[src/rtl/multicycle_control.sv]
// Control FSM for a multicycle CPU: instructions take 2-5 cycles, and outputs are combinational from state and inputs.
// IF and the memory states stall while mem_ready is low. num_inst counts retired instructions.
module multicycle_control #(
  parameter int INST_CNT_W = 16
) (
  input  logic                  clk,
  input  logic                  reset,
  input  logic [3:0]            opcode,
  input  logic [5:0]            func_code,
  input  logic                  mem_ready,
  input  logic                  bcond,
  output logic                  PCWrite,
  output logic                  IorD,
  output logic                  MemRead,
  output logic                  MemWrite,
  output logic                  IRWrite,
  output logic                  RegDst,
  output logic                  ALUSrcA,
  output logic                  RegWrite,
  output logic                  MemtoReg,
  output logic                  isWWD,
  output logic                  is_halted,
  output logic [1:0]            PCSource,
  output logic [1:0]            ALUSrcB,
  output logic [3:0]            ALUOperation,
  output logic [INST_CNT_W-1:0] num_inst
);

  localparam logic [3:0] OP_BNE   = 4'd0;
  localparam logic [3:0] OP_ADI   = 4'd4;
  localparam logic [3:0] OP_LHI   = 4'd6;
  localparam logic [3:0] OP_LWD   = 4'd7;
  localparam logic [3:0] OP_SWD   = 4'd8;
  localparam logic [3:0] OP_JMP   = 4'd9;
  localparam logic [3:0] OP_RTYPE = 4'd15;

  localparam logic [5:0] FN_ADD = 6'd0;
  localparam logic [5:0] FN_WWD = 6'd28;
  localparam logic [5:0] FN_HLT = 6'd29;

  localparam logic [3:0] ALU_ADD = 4'd0;
  localparam logic [3:0] ALU_SUB = 4'd1;
  localparam logic [3:0] ALU_LHI = 4'd8;

  localparam logic [3:0] S_IF      = 4'd0;
  localparam logic [3:0] S_ID      = 4'd1;
  localparam logic [3:0] S_EX_R    = 4'd2;
  localparam logic [3:0] S_EX_I    = 4'd3;
  localparam logic [3:0] S_EX_ADDR = 4'd4;
  localparam logic [3:0] S_EX_BR   = 4'd5;
  localparam logic [3:0] S_MEM_RD  = 4'd6;
  localparam logic [3:0] S_MEM_WR  = 4'd7;
  localparam logic [3:0] S_WB_ALU  = 4'd8;
  localparam logic [3:0] S_WB_MEM  = 4'd9;
  localparam logic [3:0] S_HALT    = 4'd10;

  logic [3:0] state;
  logic [3:0] state_nxt;
  logic       retire;

  logic is_rtype, is_add, is_wwd, is_hlt;
  logic is_adi, is_lhi, is_lwd, is_swd, is_bne, is_jmp;

  assign is_rtype = (opcode == OP_RTYPE);
  assign is_add   = is_rtype && (func_code == FN_ADD);
  assign is_wwd   = is_rtype && (func_code == FN_WWD);
  assign is_hlt   = is_rtype && (func_code == FN_HLT);
  assign is_adi   = (opcode == OP_ADI);
  assign is_lhi   = (opcode == OP_LHI);
  assign is_lwd   = (opcode == OP_LWD);
  assign is_swd   = (opcode == OP_SWD);
  assign is_bne   = (opcode == OP_BNE);
  assign is_jmp   = (opcode == OP_JMP);

  // JMP, WWD and unknown encodings all finish in ID and fall back to IF.
  always_comb begin
    state_nxt = state;
    case (state)
      S_IF: begin
        if (mem_ready) state_nxt = S_ID;
      end
      S_ID: begin
        if (is_add)                 state_nxt = S_EX_R;
        else if (is_adi || is_lhi)  state_nxt = S_EX_I;
        else if (is_lwd || is_swd)  state_nxt = S_EX_ADDR;
        else if (is_bne)            state_nxt = S_EX_BR;
        else if (is_hlt)            state_nxt = S_HALT;
        else                        state_nxt = S_IF;
      end
      S_EX_R:    state_nxt = S_WB_ALU;
      S_EX_I:    state_nxt = S_WB_ALU;
      S_EX_ADDR: state_nxt = is_lwd ? S_MEM_RD : S_MEM_WR;
      S_EX_BR:   state_nxt = S_IF;
      S_MEM_RD: begin
        if (mem_ready) state_nxt = S_WB_MEM;
      end
      S_MEM_WR: begin
        if (mem_ready) state_nxt = S_IF;
      end
      S_WB_ALU:  state_nxt = S_IF;
      S_WB_MEM:  state_nxt = S_IF;
      S_HALT:    state_nxt = S_HALT;
      default:   state_nxt = S_IF;
    endcase
  end

  // An instruction retires when control returns to IF, or when it parks in HALT.
  assign retire = ((state_nxt == S_IF)   && (state != S_IF)) ||
                  ((state_nxt == S_HALT) && (state != S_HALT));

  always_ff @(posedge clk) begin
    if (reset) begin
      state    <= S_IF;
      num_inst <= '0;
    end else begin
      state <= state_nxt;
      if (retire) num_inst <= num_inst + INST_CNT_W'(1);
    end
  end

  always_comb begin
    PCWrite      = 1'b0;
    IorD         = 1'b0;
    MemRead      = 1'b0;
    MemWrite     = 1'b0;
    IRWrite      = 1'b0;
    RegDst       = 1'b0;
    ALUSrcA      = 1'b0;
    RegWrite     = 1'b0;
    MemtoReg     = 1'b0;
    isWWD        = 1'b0;
    is_halted    = 1'b0;
    PCSource     = 2'b00;
    ALUSrcB      = 2'b00;
    ALUOperation = ALU_ADD;
    // Reset gates every strobe so an in-flight write cannot land during reset.
    if (!reset) begin
      case (state)
        S_IF: begin
          MemRead = 1'b1;
          ALUSrcB = 2'b01;
          IRWrite = mem_ready;
          PCWrite = mem_ready;
        end
        S_ID: begin
          ALUSrcB = 2'b10;
          if (is_jmp) begin
            PCWrite  = 1'b1;
            PCSource = 2'b10;
          end
          isWWD = is_wwd;
        end
        S_EX_R: begin
          ALUSrcA = 1'b1;
        end
        S_EX_I: begin
          ALUSrcA      = 1'b1;
          ALUSrcB      = 2'b10;
          ALUOperation = is_lhi ? ALU_LHI : ALU_ADD;
        end
        S_EX_ADDR: begin
          ALUSrcA = 1'b1;
          ALUSrcB = 2'b10;
        end
        S_EX_BR: begin
          ALUSrcA      = 1'b1;
          ALUOperation = ALU_SUB;
          PCSource     = 2'b01;
          PCWrite      = bcond;
        end
        S_MEM_RD: begin
          MemRead = 1'b1;
          IorD    = 1'b1;
        end
        S_MEM_WR: begin
          MemWrite = 1'b1;
          IorD     = 1'b1;
        end
        S_WB_ALU: begin
          RegWrite = 1'b1;
          RegDst   = is_rtype;
        end
        S_WB_MEM: begin
          RegWrite = 1'b1;
          MemtoReg = 1'b1;
        end
        S_HALT: begin
          is_halted = 1'b1;
        end
        default: ;
      endcase
    end
  end

endmodule

[config.mk]
export PLATFORM = sky130hd
export DESIGN_NAME = multicycle_control
export DESIGN_NICKNAME = d
export VERILOG_FILES = /design/src/rtl/multicycle_control.sv
export SDC_FILE = /design/constraint.sdc
export NUM_CORES = 1
export LEC_CHECK = 0
export BUFFER_PORTS_ARGS = -buffer_cell sky130_fd_sc_hd__buf_2
export CORE_ASPECT_RATIO = 0.5
export CORE_UTILIZATION = 50
export DETAILED_ROUTE_END_ITERATION = 10
export PLACE_DENSITY = 0.79
export SKIP_CTS_REPAIR_TIMING = 1
export SYNTH_ARGS = -nofsm -noshare
export SYNTH_HDL_FRONTEND = slang
export SYNTH_SLANG_ARGS = --single-unit
[constraint.sdc]
create_clock -name clk -period 2.65 [get_ports clk]
set_input_delay 0 -clock clk [delete_from_list [all_inputs] [get_ports clk]]
set_output_delay 0 -clock clk [all_outputs]
set_load 0.005 [all_outputs]
==> impl_metrics.toml <==
[placed_design]
hpwlAfterDp_mm = 2.492
gp_congestion = 0.9055
port_buffers = 46

[timing]
maxSlewViolCount = 0
clock_skew_ps = 10.89
post-route-min-period_ps = 2385
setup_tns_ps = 0
worst_pin_slew_ps = 651.0
final_hold_viol_count = 0
max_slew_margin = 0.5639
setup_violations = 0
rsz0062_at_grt = "false"
fin_crit_sh = 0.9001
fmax_ghz = 0.4192

[synth]
yosys.area.top_type = "dfxtp_1"
avgSynthCellArea_sq_um = 7.845
ys.flop_type = "dfxtp_1"
synth_warnings = 0
ys_seq_area_frac = 0.2759
ys_seq_elements = 20
netlist_instances = 185
ys_top_cells_by_area = "dfxtp_1, a21oi_1, or4_1"
syn_area_sq_um = 1451
yosysMostFrequentCell = "dfxtp_1"
yosysUniqueCellTypes = 50
yosysTopAreaCellShare = 0.2759
ys_top_cells_by_count = "dfxtp_1, a21oi_1, nand2_1, nor2_1, nor3_1"
synth_edf_count = 0
async_reset_ff_frac = 0

[drt]
first_pass_iters = 5
vias_per_cell = 5.928
drt_iter0_drc = 112
wl_per_cell_microns = 13.24
drc_errors = 0
drt-total-wl_mm = 3.495
via_count = 1565
ant_nets = 0

[setup_path]
cp-start-kind = "flip-flop"
critPathCaptureType = "flip-flop"
path_class = "flip-flop to flip-flop"
critical_path_arrival_ps = 2570
cp_data_required_time_ps = 2840
cp_max_fo = 27

[hold_path]
hold_class = "primary input to flip-flop"

[floorplan]
die_h_microns = 40.10
ios = 49
rows = 13
start_util = 0.5441
die_width_microns = 78.20
die-area_sq_um = 3135
core_area_sq_um = 2668

[clock_network]
cts_tree = "built"
numCtsBuffers = 3
clk_latency_ps = 260
htreeDepth = 1
clkTransAtPathRegs_ps = 70
clock-sinks = 20
cts-root-buf = "clkbuf_8"
cts_buffer_depth = 2

[power_and_ir_drop]
p_per_area_nw_per_um2 = 423.9
seqPwrFrac = 0.423
p_int_w = 0.0005576
sw_frac_of_total = 0.2528
combPwrFrac = 0.166
power_w = 0.0007462
ir_drop_mv = 0.2244
p_sw_w = 0.0001886
power_leakage_nw = 0.7017
clkPwrFrac = 0.411

[job]
timing.max_cap.violations = 0

[global_route]
grt_use_total = 0.2292
overflow = 0
grt_max_degree = 33
antenna_found_initial = 0
grt_pass1_wl_mm = 5.561
grt_pass1_vias = 1287

[final_layout]
num_antenna_cells = 0
nets = 243
final_layout_size_suffix_gt1_frac = 0.3172
fill_cells = 231
syn_to_final_growth_pct = 21.29

[run_status]
status = "finished, final reports clean"
[registers in the layout, summed over array words and instances (netlist names)]
signal and count:
num_inst 16, state 4
[layer usage]
metal | track usage | wire length [microns] | vias up
met5 | 0 | 0 | -
met4 | 0.07407 | 0 | 0
met3 | 0.04773 | 190 | 0
met2 | 0.4057 | 1581 | 48
met1 | 0.2914 | 1723 | 734
li1 | - | - | 783
[cells in the final DEF (no fill, tap or decap), drive strengths merged, types with 2 or more instances in the layout]
cell / synthesis / final
buf: 9 / 52
a2111oi: 2 / 2
nand4: 5 / 5
nor3b: 5 / 5
xor2: 2 / 2
nand2: 12 / 12
o41ai: 3 / 3
nor4: 6 / 6
dfxtp: 20 / 20
nand4bb: 2 / 2
nor4b: 2 / 2
a21oi: 17 / 17
or3: 6 / 6
inv: 4 / 4
o31ai: 5 / 5
nand3: 9 / 9
o21a: 2 / 2
or2: 3 / 3
nor2: 12 / 12
conb: 1 / 2
clkbuf: 6 / 3
or4: 8 / 8
and4: 2 / 2
nor2b: 4 / 4
or3b: 2 / 2
nand2b: 2 / 2
nor3: 10 / 10
o21ai: 13 / 13
[path summary, 6_finish.rpt]
check	startpoint	end	slack, ps	cells past startpoint
max	state[2]	num_inst[15]	260	6
min	func_code[5]	state[1]	150	4
max reg2reg	state[2]	num_inst[15]	260	6
min reg2reg	num_inst[15]	num_inst[15]	490	2
[power by group through the flow]
stage	registers, W	logic [W]	clock network [W]
4_1_cts	0.000315	0.000124	0.000309
6_report	0.000315	0.000124	0.000307
5_1_grt	0.000317	0.000137	0.000328
3_5_place_dp	0.000322	0.000123	0
3_3_place_gp	0.000321	0.000119	0
2_1_floorplan	0.000317	0.0000929	0
[worst max-delay path, cell delays in order, from the launching register on]
cell and delay, ps:
dfxtp_1 550, xor2_1 260, o32ai_1 170, nor4_2 360, o211ai_4 290, or4_1 540, a21oi_1 140
[layout make-up]
type | count | area [sq um] | area share
clock buffers | 3 | 41.29 | 0.02345
clock inverters | 1 | 30.03 | 0.01706
inverters | 4 | 15.01 | 0.008529
multi-input cells | 147 | 949.7 | 0.5394
flip-flops and latches | 20 | 402.9 | 0.2289
well taps | 37 | 46.29 | 0.02630
repair buffers | 52 | 275.3 | 0.1564
[logic make-up after synthesis]
family,after synthesis,synth area share
buffers and inverters,19,0.07240
AOI/OAI and AO/OA,46,0.2207
adders and majority gates,1,0.008619
and+or+nand+nor,95,0.4009
DFF,20,0.2759
muxes,1,0.006897
xor gates and xnor gates,2,0.01207
other,1,0.002584
[metrics by stage]
step | area (sq um) | worst slack, ps | util | cells | hold slack (ps)
floorplan | 1455 | 548.8 | - | 186 | 35.44
global placement | 1687 | 244.3 | 0.6323 | 260 | 290.0
detailed placement | 1687 | 171.2 | 0.6323 | 260 | 288.2
CTS | 1758 | 154.9 | 0.6590 | 264 | 158.2
global route | 1760 | 21.12 | 0.6599 | 264 | 190.3
finish | 1760 | 264.8 | 0.6599 | 264 | 151.9
(Power assumes the default switching activity.)
